==> src/rtl/axis_in_fifo_if.sv <==
`default_nettype none
// ============================================================================
//  Module      : axis_in_fifo_if
//  Description : Valid/ready/last/data stream bundle. It carries both the
//                incoming AXI-Stream and the outgoing FIR sample stream.
//  Revision    : 1.0 - initial release
// ============================================================================
interface axis_in_fifo_if #(
    parameter int pDATA_WIDTH = 32
);
    logic                   tvalid;
    logic [pDATA_WIDTH-1:0] tdata;
    logic                   tlast;
    logic                   tready;

    // The producer drives valid/data/last and observes ready
    modport master (output tvalid, output tdata, output tlast, input tready);
    // The consumer observes valid/data/last and drives ready
    modport slave  (input tvalid, input tdata, input tlast, output tready);
endinterface
`default_nettype wire

==> src/rtl/axis_in_fifo.sv <==
`default_nettype none
// ============================================================================
//  Module      : axis_in_fifo
//  Description : AXI-Stream slave front end for the FIR dataflow core.
//                Incoming beats go into a first-word-fall-through FIFO.
//                A programmed beat count ends each run. TLAST is checked
//                against that count, and any mismatch sets a sticky error.
//                A finish pulse is issued once the FIFO has drained.
//  Revision    : 1.0 - initial release
// ============================================================================
module axis_in_fifo #(
    parameter int pDATA_WIDTH = 32,
    parameter int pDEPTH      = 4,
    parameter int pLEN_WIDTH  = 16
) (
    input  wire logic                          clk,
    input  wire logic                          rst_n,
    input  wire logic                          ap_start,
    input  wire logic [pLEN_WIDTH-1:0]         data_length,
    axis_in_fifo_if.slave                      axis,
    axis_in_fifo_if.master                     strm,
    output logic                               axis_finish,
    output logic                               tlast_err,
    output logic [$clog2(pDEPTH+1)-1:0]        level
);

    localparam int c_PTR_W = $clog2(pDEPTH);
    localparam int c_LVL_W = $clog2(pDEPTH + 1);
    localparam logic [pLEN_WIDTH-1:0] c_LEN_ONE = pLEN_WIDTH'(1);
    localparam logic [c_PTR_W-1:0]    c_PTR_ONE = c_PTR_W'(1);
    localparam logic [c_LVL_W-1:0]    c_LVL_ONE = c_LVL_W'(1);
    localparam logic [c_LVL_W-1:0]    c_LVL_MAX = c_LVL_W'(pDEPTH);

    typedef enum logic [1:0] {
        IDLE  = 2'd0,
        RUN   = 2'd1,
        DRAIN = 2'd2
    } state_t;

    state_t                  r_state;
    state_t                  w_state_nxt;
    logic                    w_finish_nxt;

    // Each FIFO entry holds {last flag, sample}
    logic [pDATA_WIDTH:0]    r_mem [pDEPTH];
    logic [c_PTR_W-1:0]      r_wr_ptr;
    logic [c_PTR_W-1:0]      r_rd_ptr;
    logic [c_LVL_W-1:0]      r_level;
    logic [pLEN_WIDTH-1:0]   r_len;
    logic [pLEN_WIDTH-1:0]   r_cnt;
    logic                    r_finish;
    logic                    r_tlast_err;

    logic                    w_full;
    logic                    w_empty;
    logic                    w_tready;
    logic                    w_push;
    logic                    w_pop;
    logic                    w_last_beat;
    logic                    w_start;
    logic [pDATA_WIDTH:0]    w_head;

    assign w_full      = (r_level == c_LVL_MAX);
    assign w_empty     = (r_level == '0);
    // Ready depends only on FIFO space, so a pop in the same cycle
    // cannot open room for a push.
    assign w_tready    = (r_state == RUN) && !w_full;
    assign w_push      = axis.tvalid && w_tready;
    assign w_pop       = !w_empty && strm.tready;
    assign w_last_beat = (r_cnt == (r_len - c_LEN_ONE));
    assign w_start     = (r_state == IDLE) && ap_start;
    assign w_head      = r_mem[r_rd_ptr];

    // State register
    always_ff @(posedge clk) begin
        if (!rst_n) begin
            r_state <= IDLE;
        end else begin
            r_state <= w_state_nxt;
        end
    end

    // Next-state logic; the finish condition is registered separately
    always_comb begin
        w_state_nxt  = r_state;
        w_finish_nxt = 1'b0;
        case (r_state)
            IDLE: begin
                if (ap_start) begin
                    w_state_nxt = (data_length == '0) ? DRAIN : RUN;
                end
            end
            RUN: begin
                if (w_push && w_last_beat) begin
                    w_state_nxt = DRAIN;
                end
            end
            DRAIN: begin
                if (w_empty) begin
                    w_finish_nxt = 1'b1;
                    w_state_nxt  = IDLE;
                end
            end
            default: begin
                w_state_nxt = IDLE;
            end
        endcase
    end

    // Run bookkeeping: latch the length, count beats, track TLAST mismatches
    always_ff @(posedge clk) begin
        if (!rst_n) begin
            r_len       <= '0;
            r_cnt       <= '0;
            r_tlast_err <= 1'b0;
        end else if (w_start) begin
            r_len       <= data_length;
            r_cnt       <= '0;
            r_tlast_err <= 1'b0;
        end else if (w_push) begin
            r_cnt <= r_cnt + c_LEN_ONE;
            if (axis.tlast != w_last_beat) begin
                r_tlast_err <= 1'b1;
            end
        end
    end

    // FIFO storage; the contents need no reset because level gates the reads
    always_ff @(posedge clk) begin
        if (w_push) begin
            r_mem[r_wr_ptr] <= {w_last_beat, axis.tdata};
        end
    end

    // FIFO pointers and occupancy counter
    always_ff @(posedge clk) begin
        if (!rst_n) begin
            r_wr_ptr <= '0;
            r_rd_ptr <= '0;
            r_level  <= '0;
        end else begin
            if (w_push) begin
                r_wr_ptr <= r_wr_ptr + c_PTR_ONE;
            end
            if (w_pop) begin
                r_rd_ptr <= r_rd_ptr + c_PTR_ONE;
            end
            case ({w_push, w_pop})
                2'b10:   r_level <= r_level + c_LVL_ONE;
                2'b01:   r_level <= r_level - c_LVL_ONE;
                default: r_level <= r_level;
            endcase
        end
    end

    // One-cycle completion pulse
    always_ff @(posedge clk) begin
        if (!rst_n) begin
            r_finish <= 1'b0;
        end else begin
            r_finish <= w_finish_nxt;
        end
    end

    assign axis.tready = w_tready;
    assign strm.tvalid = !w_empty;
    assign strm.tdata  = w_empty ? '0 : w_head[pDATA_WIDTH-1:0];
    assign strm.tlast  = !w_empty && w_head[pDATA_WIDTH];
    assign axis_finish = r_finish;
    assign tlast_err   = r_tlast_err;
    assign level       = r_level;

endmodule
`default_nettype wire

==> src/flat_wrapper.sv <==
// flat-port wrapper written by rule: the top's interface ports become plain ports
module axis_in_fifo_flat 
#(
    parameter int pDATA_WIDTH = 32,
    parameter int pDEPTH      = 4,
    parameter int pLEN_WIDTH  = 16
)
  (clk, rst_n, ap_start, data_length, axis_finish, tlast_err, level, axis_tvalid, axis_tdata, axis_tlast, axis_tready, strm_tvalid, strm_tdata, strm_tlast, strm_tready);
  axis_in_fifo_if #(.pDATA_WIDTH(pDATA_WIDTH)) axis_i ();
  axis_in_fifo_if #(.pDATA_WIDTH(pDATA_WIDTH)) strm_i ();
  input  wire logic clk;
  input  wire logic rst_n;
  input  wire logic ap_start;
  input  wire logic [pLEN_WIDTH-1:0] data_length;
  output logic axis_finish;
  output logic tlast_err;
  output logic [$clog2(pDEPTH+1)-1:0] level;
  input wire logic [$bits(axis_i.tvalid)-1:0] axis_tvalid;
  input wire logic [$bits(axis_i.tdata)-1:0] axis_tdata;
  input wire logic [$bits(axis_i.tlast)-1:0] axis_tlast;
  output wire logic [$bits(axis_i.tready)-1:0] axis_tready;
  output wire logic [$bits(strm_i.tvalid)-1:0] strm_tvalid;
  output wire logic [$bits(strm_i.tdata)-1:0] strm_tdata;
  output wire logic [$bits(strm_i.tlast)-1:0] strm_tlast;
  input wire logic [$bits(strm_i.tready)-1:0] strm_tready;
  assign axis_i.tvalid = axis_tvalid;
  assign axis_i.tdata = axis_tdata;
  assign axis_i.tlast = axis_tlast;
  assign axis_tready = axis_i.tready;
  assign strm_tvalid = strm_i.tvalid;
  assign strm_tdata = strm_i.tdata;
  assign strm_tlast = strm_i.tlast;
  assign strm_i.tready = strm_tready;
  axis_in_fifo #(.pDATA_WIDTH(pDATA_WIDTH), .pDEPTH(pDEPTH), .pLEN_WIDTH(pLEN_WIDTH)) u_core (.clk(clk), .rst_n(rst_n), .ap_start(ap_start), .data_length(data_length), .axis(axis_i), .strm(strm_i), .axis_finish(axis_finish), .tlast_err(tlast_err), .level(level));
endmodule
==> config.mk <==
export PLATFORM = sky130hd
export DESIGN_NAME = axis_in_fifo_flat
export DESIGN_NICKNAME = d
export VERILOG_FILES = /design/src/rtl/axis_in_fifo_if.sv /design/src/rtl/axis_in_fifo.sv /design/src/flat_wrapper.sv
export SDC_FILE = /design/constraint.sdc
export NUM_CORES = 1
export LEC_CHECK = 0
export BUFFER_PORTS_ARGS = -buffer_cell sky130_fd_sc_hd__buf_2
export CORE_MARGIN = 5
export CORE_UTILIZATION = 40
export CTS_CLUSTER_SIZE = 40
export DETAILED_ROUTE_END_ITERATION = 6
export GPL_ROUTABILITY_DRIVEN = 0
export HOLD_SLACK_MARGIN = 0.03
export PLACE_DENSITY_LB_ADDON = 0.15
export SYNTH_ARGS = -nofsm -noshare
export SYNTH_HDL_FRONTEND = slang
export SYNTH_SLANG_ARGS = --single-unit
==> constraint.sdc <==
create_clock -name clk -period 2.35 [get_ports clk]
set_input_delay 0.235 -clock clk [delete_from_list [all_inputs] [get_ports clk]]
set_output_delay 0.235 -clock clk [all_outputs]
set_load 0.1 [all_outputs]
# [After elaboration in Yosys (flattened, before gate mapping)]
# Memories as Yosys holds them, arrays and structs flattened. A register that Yosys moved wholly into a read port is not among the register bits.
# Index checks and enable logic that the tools add are counted.
# Widths: inputs -> output; s select.
[word_totals] mem_bits_rw=132 ff_bits=43 out_inout_bits=40 input_bits=54 wordCells=54 n_memories=1
[memory_table] name="u_core.r_mem" depth=4 word_bits=33 rd=1 rd_ports_with_merged_regs=1 write_ports=1 line="axis_in_fifo.sv:45" text="logic [pDATA_WIDTH:0] r_mem [pDEPTH];"
[classes] add_sub_neg=6 n_reduce_logical=16 mux=12 bitwise=1 eq_ne=10
[op_table] op="$mux 32" count=1
[op_table] op="$add 16x1->16 const B" count=1
[op_table] op="$eq 16x16->1" count=1
[op_table] op="$logic_not 16->1" count=1
[op_table] op="$sub 16x1->16 const B" count=1
[op_table] op="$mux 2" count=6
[op_table] op="$logic_and 1x1->1" count=6
[op_table] op="$pmux 2 s3" count=1
[op_table] op="$pmux 3 s2" count=1
[op_table] op="$add 2x1->2 const B" count=2
[op_table] op="$eq 2x1->1 const B" count=2
[op_table] op="$eq 2x2->1 const B" count=2
[op_table] op="$ne 2x2->1 const B" count=2
[op_table] op="$reduce_and 2->1" count=2
[op_table] op="$add 3x1->3 const B" count=1
[op_table] op="$eq 3x3->1 const B" count=1
[op_table] op="$logic_not 3->1" count=1
[op_table] op="$mux 1" count=3
[op_table] op="$reduce_and 3->1" count=1
[op_table] op="$sub 3x1->3 const B" count=1
[op_table] op="$logic_not 1->1" count=2
[op_table] op="$logic_not 2->1" count=1
[op_table] op="$ne 2x1->1 const B" count=1
[op_table] op="$reduce_bool 2->1" count=1
[op_table] op="other kinds (3)" count=3

# [Longest topological paths before layout]
# Gate-level depths: netlist of run 1.
[logic_depth] ltp_word=7 depth_mapped=9 mapped_depth_nobuf=9

# [Worst setup path after synthesis of run 1]
# OpenSTA, ideal clock, no wires.
[synth_timing] path_type="register -> output" from="register u_core.r_level[2], in the netlist u_core.level[2]" to="output port strm_tdata[23]" n_path_buf=2 path_stages_with_launch=5 path_slack_ns=-1.174 t_arrival_ns=3.289 required_time_ns=2.115 path_cell_list="dfxtp_1 or3_1 clkbuf_1 clkbuf_1 and2_1"
[synth_via] elab_chain_len=2
[synth_rtl] element="start: declaration" line="axis_in_fifo.sv:48" text="logic [c_LVL_W-1:0] r_level;"
[synth_rtl] element="start signal: assignment" line="axis_in_fifo.sv:149" text="2'b10: r_level <= r_level + c_LVL_ONE;"
[synth_rtl] element="start signal: assignment" line="axis_in_fifo.sv:150" text="2'b01: r_level <= r_level - c_LVL_ONE;"
[synth_rtl] element="start signal: assignment" line="axis_in_fifo.sv:151" text="default: r_level <= r_level;"
[synth_rtl] element="$logic_not 3->1" line="axis_in_fifo.sv:64" text="assign w_empty = (r_level == '0);"
[synth_rtl] element="$mux 32" line="axis_in_fifo.sv:167" text="assign strm.tdata = w_empty ? '0 : w_head[pDATA_WIDTH-1:0];"
[synth_rtl] element="end: declaration" line="flat_wrapper.sv:23" text="output wire logic [$bits(strm_i.tdata)-1:0] strm_tdata;"
# Every way passes these cells.

# [Worst setup path in the final report of run 1]
[layout_timing] from="register u_core.r_len[9]" to="register u_core.r_state[0]"
[layout_via] elab_chain_len=5
[layout_rtl] element="start: declaration" line="axis_in_fifo.sv:49" text="logic [pLEN_WIDTH-1:0] r_len;"
[layout_rtl] element="start signal: assignment" line="axis_in_fifo.sv:117" text="r_len <= data_length;"
[layout_rtl] element="$sub 16x1->16" line="axis_in_fifo.sv:70" text="assign w_last_beat = (r_cnt == (r_len - c_LEN_ONE));"
[layout_rtl] element="$eq 16x16->1" line="axis_in_fifo.sv:70"
[layout_rtl] element="$logic_and 1x1->1" line="axis_in_fifo.sv:94" text="if (w_push && w_last_beat) begin"
[layout_rtl] element="$ne 2x2->1 (no line)"
[layout_rtl] element="$reduce_and 3->1 (no line)"
[layout_rtl] element="end signal: assignment" line="axis_in_fifo.sv:79" text="r_state <= w_state_nxt;"
[layout_rtl] element="end: declaration" line="axis_in_fifo.sv:40" text="state_t r_state;"
# Every way passes these cells.
# A chain may end at the register's enable or synchronous reset.

==> results of run 1 <==
==> critical path: cells and delay by family (launching register included) <==
kind	cells	cell delay, ps
AOI/OAI and AO/OA	3	580
DFF	1	320
and+or+nand+nor	4	1350
==> cell usage after synthesis, drive strengths merged (7+ instances only) <==
cell    count
a21oi      27
and2       41
buf         7
clkbuf     17
dfxtp      45
edfxtp    132
ha          7
inv        14
mux4       33
nand2      53
nand3      15
nand4       7
nor2       34
nor3        8
nor4       10
xnor2      20
xor2       18
==> cells by family after synthesis <==
family / Yosys count / synth area share, %
AOI/OAI and AO/OA: 53 / 4.44
DFF: 177 / 64.7
buffers and inverters: 38 / 2.00
muxes: 35 / 10.1
adders and majority gates: 8 / 1.43
and+or+nand+nor: 188 / 12.9
xor gates and xnor gates: 38 / 4.42
==> power breakdown <==
group / switching (uW) / internal (uW)
combinational: 3360 / 1960
sequential: 77.2 / 3470
clock: 1180 / 1470
total: 4610 / 6900
==> through the flow <==
stage,setup TNS (ps),cell area (um2),std cells
2_1_floorplan,0,7590,537
4_1_cts,0,9910,927
5_1_grt,-219,10000,929
6_report,0,10000,929
3_5_place_dp,0,9030,864
3_3_place_gp,0,9030,864
==> final timing paths <==
check | to | slack [ps] | cells after the start
max | u_core.r_state[0] | 4 | 7
min | u_core.r_mem[3][0] | 50 | 1
max reg2reg | u_core.r_state[0] | 4 | 7
min reg2reg | u_core.axis_finish | 480 | 2
==> state kept, by name, indices dropped and copies added (netlist names), named ones only <==
| signal | flops |
|---|---|
| u_core.r_mem | 132 |
| u_core.r_cnt | 16 |
| u_core.tlast_err | 1 |
| u_core.r_wr_ptr | 2 |
| u_core.axis_finish | 1 |
| u_core.level | 3 |
| u_core.r_len | 16 |
| u_core.r_rd_ptr | 2 |
| u_core.r_state | 2 |
==> cell usage in the layout (no fill, tap or decap), types with 15 or more instances in the layout <==
master         instances
mux4_2                33
buf_12                41
and2_2                27
nor2_1                33
nand2_1               53
clkbuf_16             17
a21oi_1               26
dfxtp_1               37
buf_2                 59
edfxtp_1             132
dlygate4sd3_1         30
xnor2_1               19
buf_4                 20
xor2_1                18
nand3_1               15
==> area by class of cell <==
cell class	instances	share of cell area, %
Clock buffer	18	4.29
Clock inverter	14	1.30
Inverter	14	0.526
Multi-Input combinational cell	322	26.4
Sequential cell	177	48.8
Tap cell	234	2.93
Timing Repair Buffer	150	15.7
==> repair_timing <==
action	in CTS	in global routing
pin swaps	3	9
hold buffers	30	0
gates resized for setup	3	15
buffers inserted	1	2
endpoints found under the setup margin	5	6
endpoints found under the hold margin	120	0
==> routing by layer <==
metal  vias up  global-route usage (%)  routed length (um)
li1       2289                       -                   -
met1      2310                    18.6                6710
met2       109                    26.3                8130
met3        26                    3.33                 655
met4         0                    5.68                 301
met5         -                       0                   0
==> out/results.ini, run 1 <==
[run_status]
status = finished clean

[drt]
route.vias.total = 4734
drt-total-wl_um = 15800
postRouteAntennaNets = 0
drtIter0Drc = 238
drt-wirelength-per-cell_um = 17.0
viasPerCell = 5.10
drt_pass1_iterations = 5
drcViolationCount = 0

[timing]
slew_viol_final = 0
fin_skew_ps = 11.9
clock.fmax_mhz = 426
worst_slew_pin_slew_ps = 785
setup_violations = 0
hold_violations = 0
finalCritPeriodShare_pct = 99.8
rsz0062_at_grt = true
holdWs_ps = 47.5
setup_slack_ps = 3.69
slew_headroom_pct = 47.6
min_period_ps = 2350

[placed_design]
place_hpwl_um = 10400
numPortBuffers = 93
dp_slack_ps = 3.36

[finish]
final_util_pct = 53.6
antenna_cells = 0
multi_input_comb_area_mm2 = 0.00264
drive_above_1_share_pct = 34.7
nNetsFinal = 744
areaGrowthSynthToFinish_pct = 32.9
n_fill_cell = 1564
seq_area_mm2 = 0.00488

[critical_path]
critPathRequiredTime_ps = 2670
worst_path_max_delay_cell = or4_4
slowest_delay_ps = 540
crit_type = flip-flop to flip-flop
worstPathCellList = or4_4 > or4_4 > a211oi_4 > a31oi_4 > nor3_2 > nand3b_1 > o211a_1
critPathCaptureType = flip-flop
critPathMostFrequentCell = or4_4
cp_max_fo = 3
startpoint = u_core.r_len[9]
worstSetupStartpointType = flip-flop
arrival_ps = 2660
r2r-start = u_core.r_len[9]

[clock_tree]
clk_pin_slew_ps = 70
numCtsBuffers = 17
root_buffer = clkbuf_16
htree_num_levels = 4
clk_latency_ps = 420
clk_path_buf_depth = 2
clock-sinks = 177
cts_tree = yes

[yosys]
synthCells = 537
netlist_top_cells_area = edfxtp_1, dfxtp_1, mux4_2
yosysWarnings = 0
ys_seq_area_share_pct = 64.7
synth_cell_types = 47
syn_avg_cell_area_um2 = 14.0
synth.ff_latch_count = 177
async_flop_share_pct = 0
synthFlopType = edfxtp_1
synth_edf_count = 132
synth_largest_area_cell = edfxtp_1
synth_area_mm2 = 0.00752
synth_top_area_share_pct = 52.7
syn_nets = 599

[floorplanning]
die_area_mm2 = 0.0217
core_area_mm2 = 0.0186
start_util_pct = 40.4
die_w_um = 147
ios = 94
row_count = 50
fp.dieH_um = 147

[hold_path]
hold_path.class = primary input to flip-flop
min_from = axis_tdata[0]

[global_route]
grtUsageTotal_pct = 15.2
grt_first_pass_wirelength_um = 25800
antenna_found_initial = 0
grt_pass1_vias = 4996
grt_max_degree = 37
gr-total-overflow = 0

[run]
maxCapViolCount = 0

[power]
peakVddDrop_uv = 551
powerDensity_mw_per_mm2 = 1150
p_total_uw = 11500
p_leak_uw = 0.00352

Note: power is estimated with default switching activity, not from simulation.
==> inputs of run 2 (changes only) <==
- ABC_AREA: not set -> 1
- PLACE_DENSITY: not set -> 0.64
- PLACE_DENSITY_LB_ADDON: 0.15 -> not set
==> out/results.ini, run 2 <==
[clock_tree]
numCtsBuffers = 17
root_buffer = clkbuf_16
clk_path_buf_depth = 2
clk_latency_ps = 430
clock-sinks = 177
htree_num_levels = 4
cts_tree = yes
clk_pin_slew_ps = 60

[finish]
areaGrowthSynthToFinish_pct = 35.3
largest_reg_flops = 132
multi_input_comb_area_mm2 = 0.00288
nNetsFinal = 986
drive_above_1_share_pct = 21.7
final_cells = 1198
layout_common_cells = nor2_1, edfxtp_1, o21ai_0
reg_top3 = u_core.r_mem x132, u_core.r_cnt x16, u_core.r_len x16
largest_register = u_core.r_mem
layout_commonest_cell = nor2_1
n_fill_cell = 1589
seq_area_mm2 = 0.00488

[yosys]
synth_top_family_by_area = simple AND/OR/NAND/NOR gates
synthAdderAreaFrac_pct = 1.39
synth_cell_types = 32
synth_area_mm2 = 0.00771
async_flop_share_pct = 0
ys_seq_area_share_pct = 63.1
synth_common_cells = nor2_1, edfxtp_1, o21ai_0
synth_largest_area_cell = edfxtp_1
yosysWarnings = 0
synth_xor_area_share_pct = 1.70
syn_avg_cell_area_um2 = 9.69
synth_edf_count = 132
synth-simple-area-share_pct = 18.5
synth_top_area_share_pct = 51.4
synthCells = 796
synth.ff_latch_count = 177
netlist_top_cells_area = edfxtp_1, dfxtp_1, nor2_1
syn_nets = 858
synthFlopType = edfxtp_1
synth.most_common_cell = nor2_1
synthMuxAreaShare_pct = 0
synth_compound_gate_area_share_pct = 10.6

[global_route]
grt_first_pass_wirelength_um = 27700
grtUsageTotal_pct = 15.8
gr-total-overflow = 0
antenna_found_initial = 1
grt_max_degree = 44
grt_pass1_vias = 5597

[critical_path]
arrival_ps = 1930
critPathRequiredTime_ps = 2120
critPathCaptureType = primary output
crit_type = flip-flop to primary output
worstSetupStartpointType = flip-flop
cp_max_fo = 42

[floorplanning]
die_w_um = 149
row_count = 50
fp.dieH_um = 149
die_area_mm2 = 0.0222
core_area_mm2 = 0.0188
ios = 94
start_util_pct = 41.0

[hold_path]
hold_path.class = primary input to flip-flop

[run]
maxCapViolCount = 0

[power]
p_int_uw = 7270
p_leak_uw = 0.00389
power_frac_clock_pct = 21.3
p_seq_share_pct = 27.9
comb_power_share_pct = 50.8
powerDensity_mw_per_mm2 = 1270
p_sw_uw = 6010
switching_share_pct = 45.2
peakVddDrop_uv = 2150

[timing]
clock.fmax_mhz = 461
rsz0062_at_grt = false
setup_slack_ps = 181
worst_slew_pin_slew_ps = 574
fin_skew_ps = 9.91
finalCritPeriodShare_pct = 92.3
slew_viol_final = 0
fin_setup_tns_ps = 0
min_period_ps = 2170
hold_violations = 0
setup_violations = 0
slew_headroom_pct = 61.7

[drt]
drt-wirelength-per-cell_um = 14.2
postRouteAntennaNets = 0
viasPerCell = 4.77
drtIter0Drc = 239
drt-total-wl_um = 17000
route.vias.total = 5709
drt_pass1_iterations = 4
drcViolationCount = 0

[placed_design]
numPortBuffers = 93
place_inst = 1132
place_hpwl_um = 10900
dp_slack_ps = 328

[run_status]
status = finished clean

[run 2: cell count changes in the layout (fill, tap and decap cells not counted), moves of 8 or more]
cell     before  now
nor2_1       33  195
o21ai_0       4   92
inv_1        14   62
nand2_1      53   87
mux4_2       33    0
a21oi_4       0   30
and2_2       27    0
xnor2_1      19    2
buf_4        20    9
nor2_4        0    8
[run 2: final cells by class]
| cell class | count | share of cell area [%] |
|---|---|---|
| sequential | 177 | 46.8 |
| multi-input combinational | 522 | 27.6 |
| timing repair buffer | 141 | 14.4 |
| clock buffer | 18 | 4.11 |
| tap | 260 | 3.12 |
| inverter | 65 | 2.39 |
| clock inverter | 14 | 1.65 |
| antenna | 1 | 0.0240 |
[run 2: timing repair]
action	4_1_cts	5_1_grt
hold buffers	31	0
endpoints found under the setup margin	25	28
resized for setup	5	3
endpoints found under the hold margin	117	0
buffers inserted	2	0
[run 2: critical path, stage by stage, from the launching register on]
cell        delay [ps]
dfxtp_4            460
clkinvlp_4         170
buf_12             190
o21ai_0            360
a21oi_4            120
buf_12             180
[run 2: worst paths after layout]
kind | start | end | slack [ps] | depth (start not counted)
max reg2reg | u_core.r_len[0] | u_core.r_state[0] | 310 | 15
max | flip-flop | strm_tdata[4] | 180 | 5
min reg2reg | u_core.r_rd_ptr[0] | u_core.r_rd_ptr[0] | 470 | 1
min | data_length[14] | u_core.r_len[14] | 50 | 3
[run 2: logic make-up after synthesis]
kind of cell / after synthesis
AND/OR/NAND/NOR: 337
flip-flops: 177
adder cells (fa/ha/maj): 8
AO/OA/AOI/OAI: 162
XOR/XNOR: 15
buffers and inverters: 97
[run 2: power by group through the flow]
| stage | Clock, uW | Combinational [uW] | Sequential, uW |
|---|---|---|---|
| after floorplan | 0 | 4490 | 3870 |
| after global placement | 0 | 6700 | 3770 |
| after detailed placement | 0 | 6730 | 3770 |
| after CTS | 2890 | 6810 | 3710 |
| after global routing | 3020 | 7090 | 3730 |
| final | 2820 | 6740 | 3710 |
[run 2: through the flow]
| stage | power (uW) | hold WS [ps] | utilization (%) | area [um2] |
|---|---|---|---|---|
| detailed placement | 10500 | 456 | 50.5 | 9500 |
| global placement | 10500 | 451 | 50.5 | 9500 |
| global route | 13800 | 45.5 | 55.4 | 10400 |
| finish | 13300 | 47.6 | 55.4 | 10400 |
| floorplan | 8360 | 334 | - | 8140 |
| CTS | 13400 | 32.7 | 55.4 | 10400 |
[run 2: metal layers]
metal	routed length [um]	global-route usage, %
met1	7550	20.0
met2	8340	27.2
met3	883	3.52
met4	231	4.71
met5	0	0
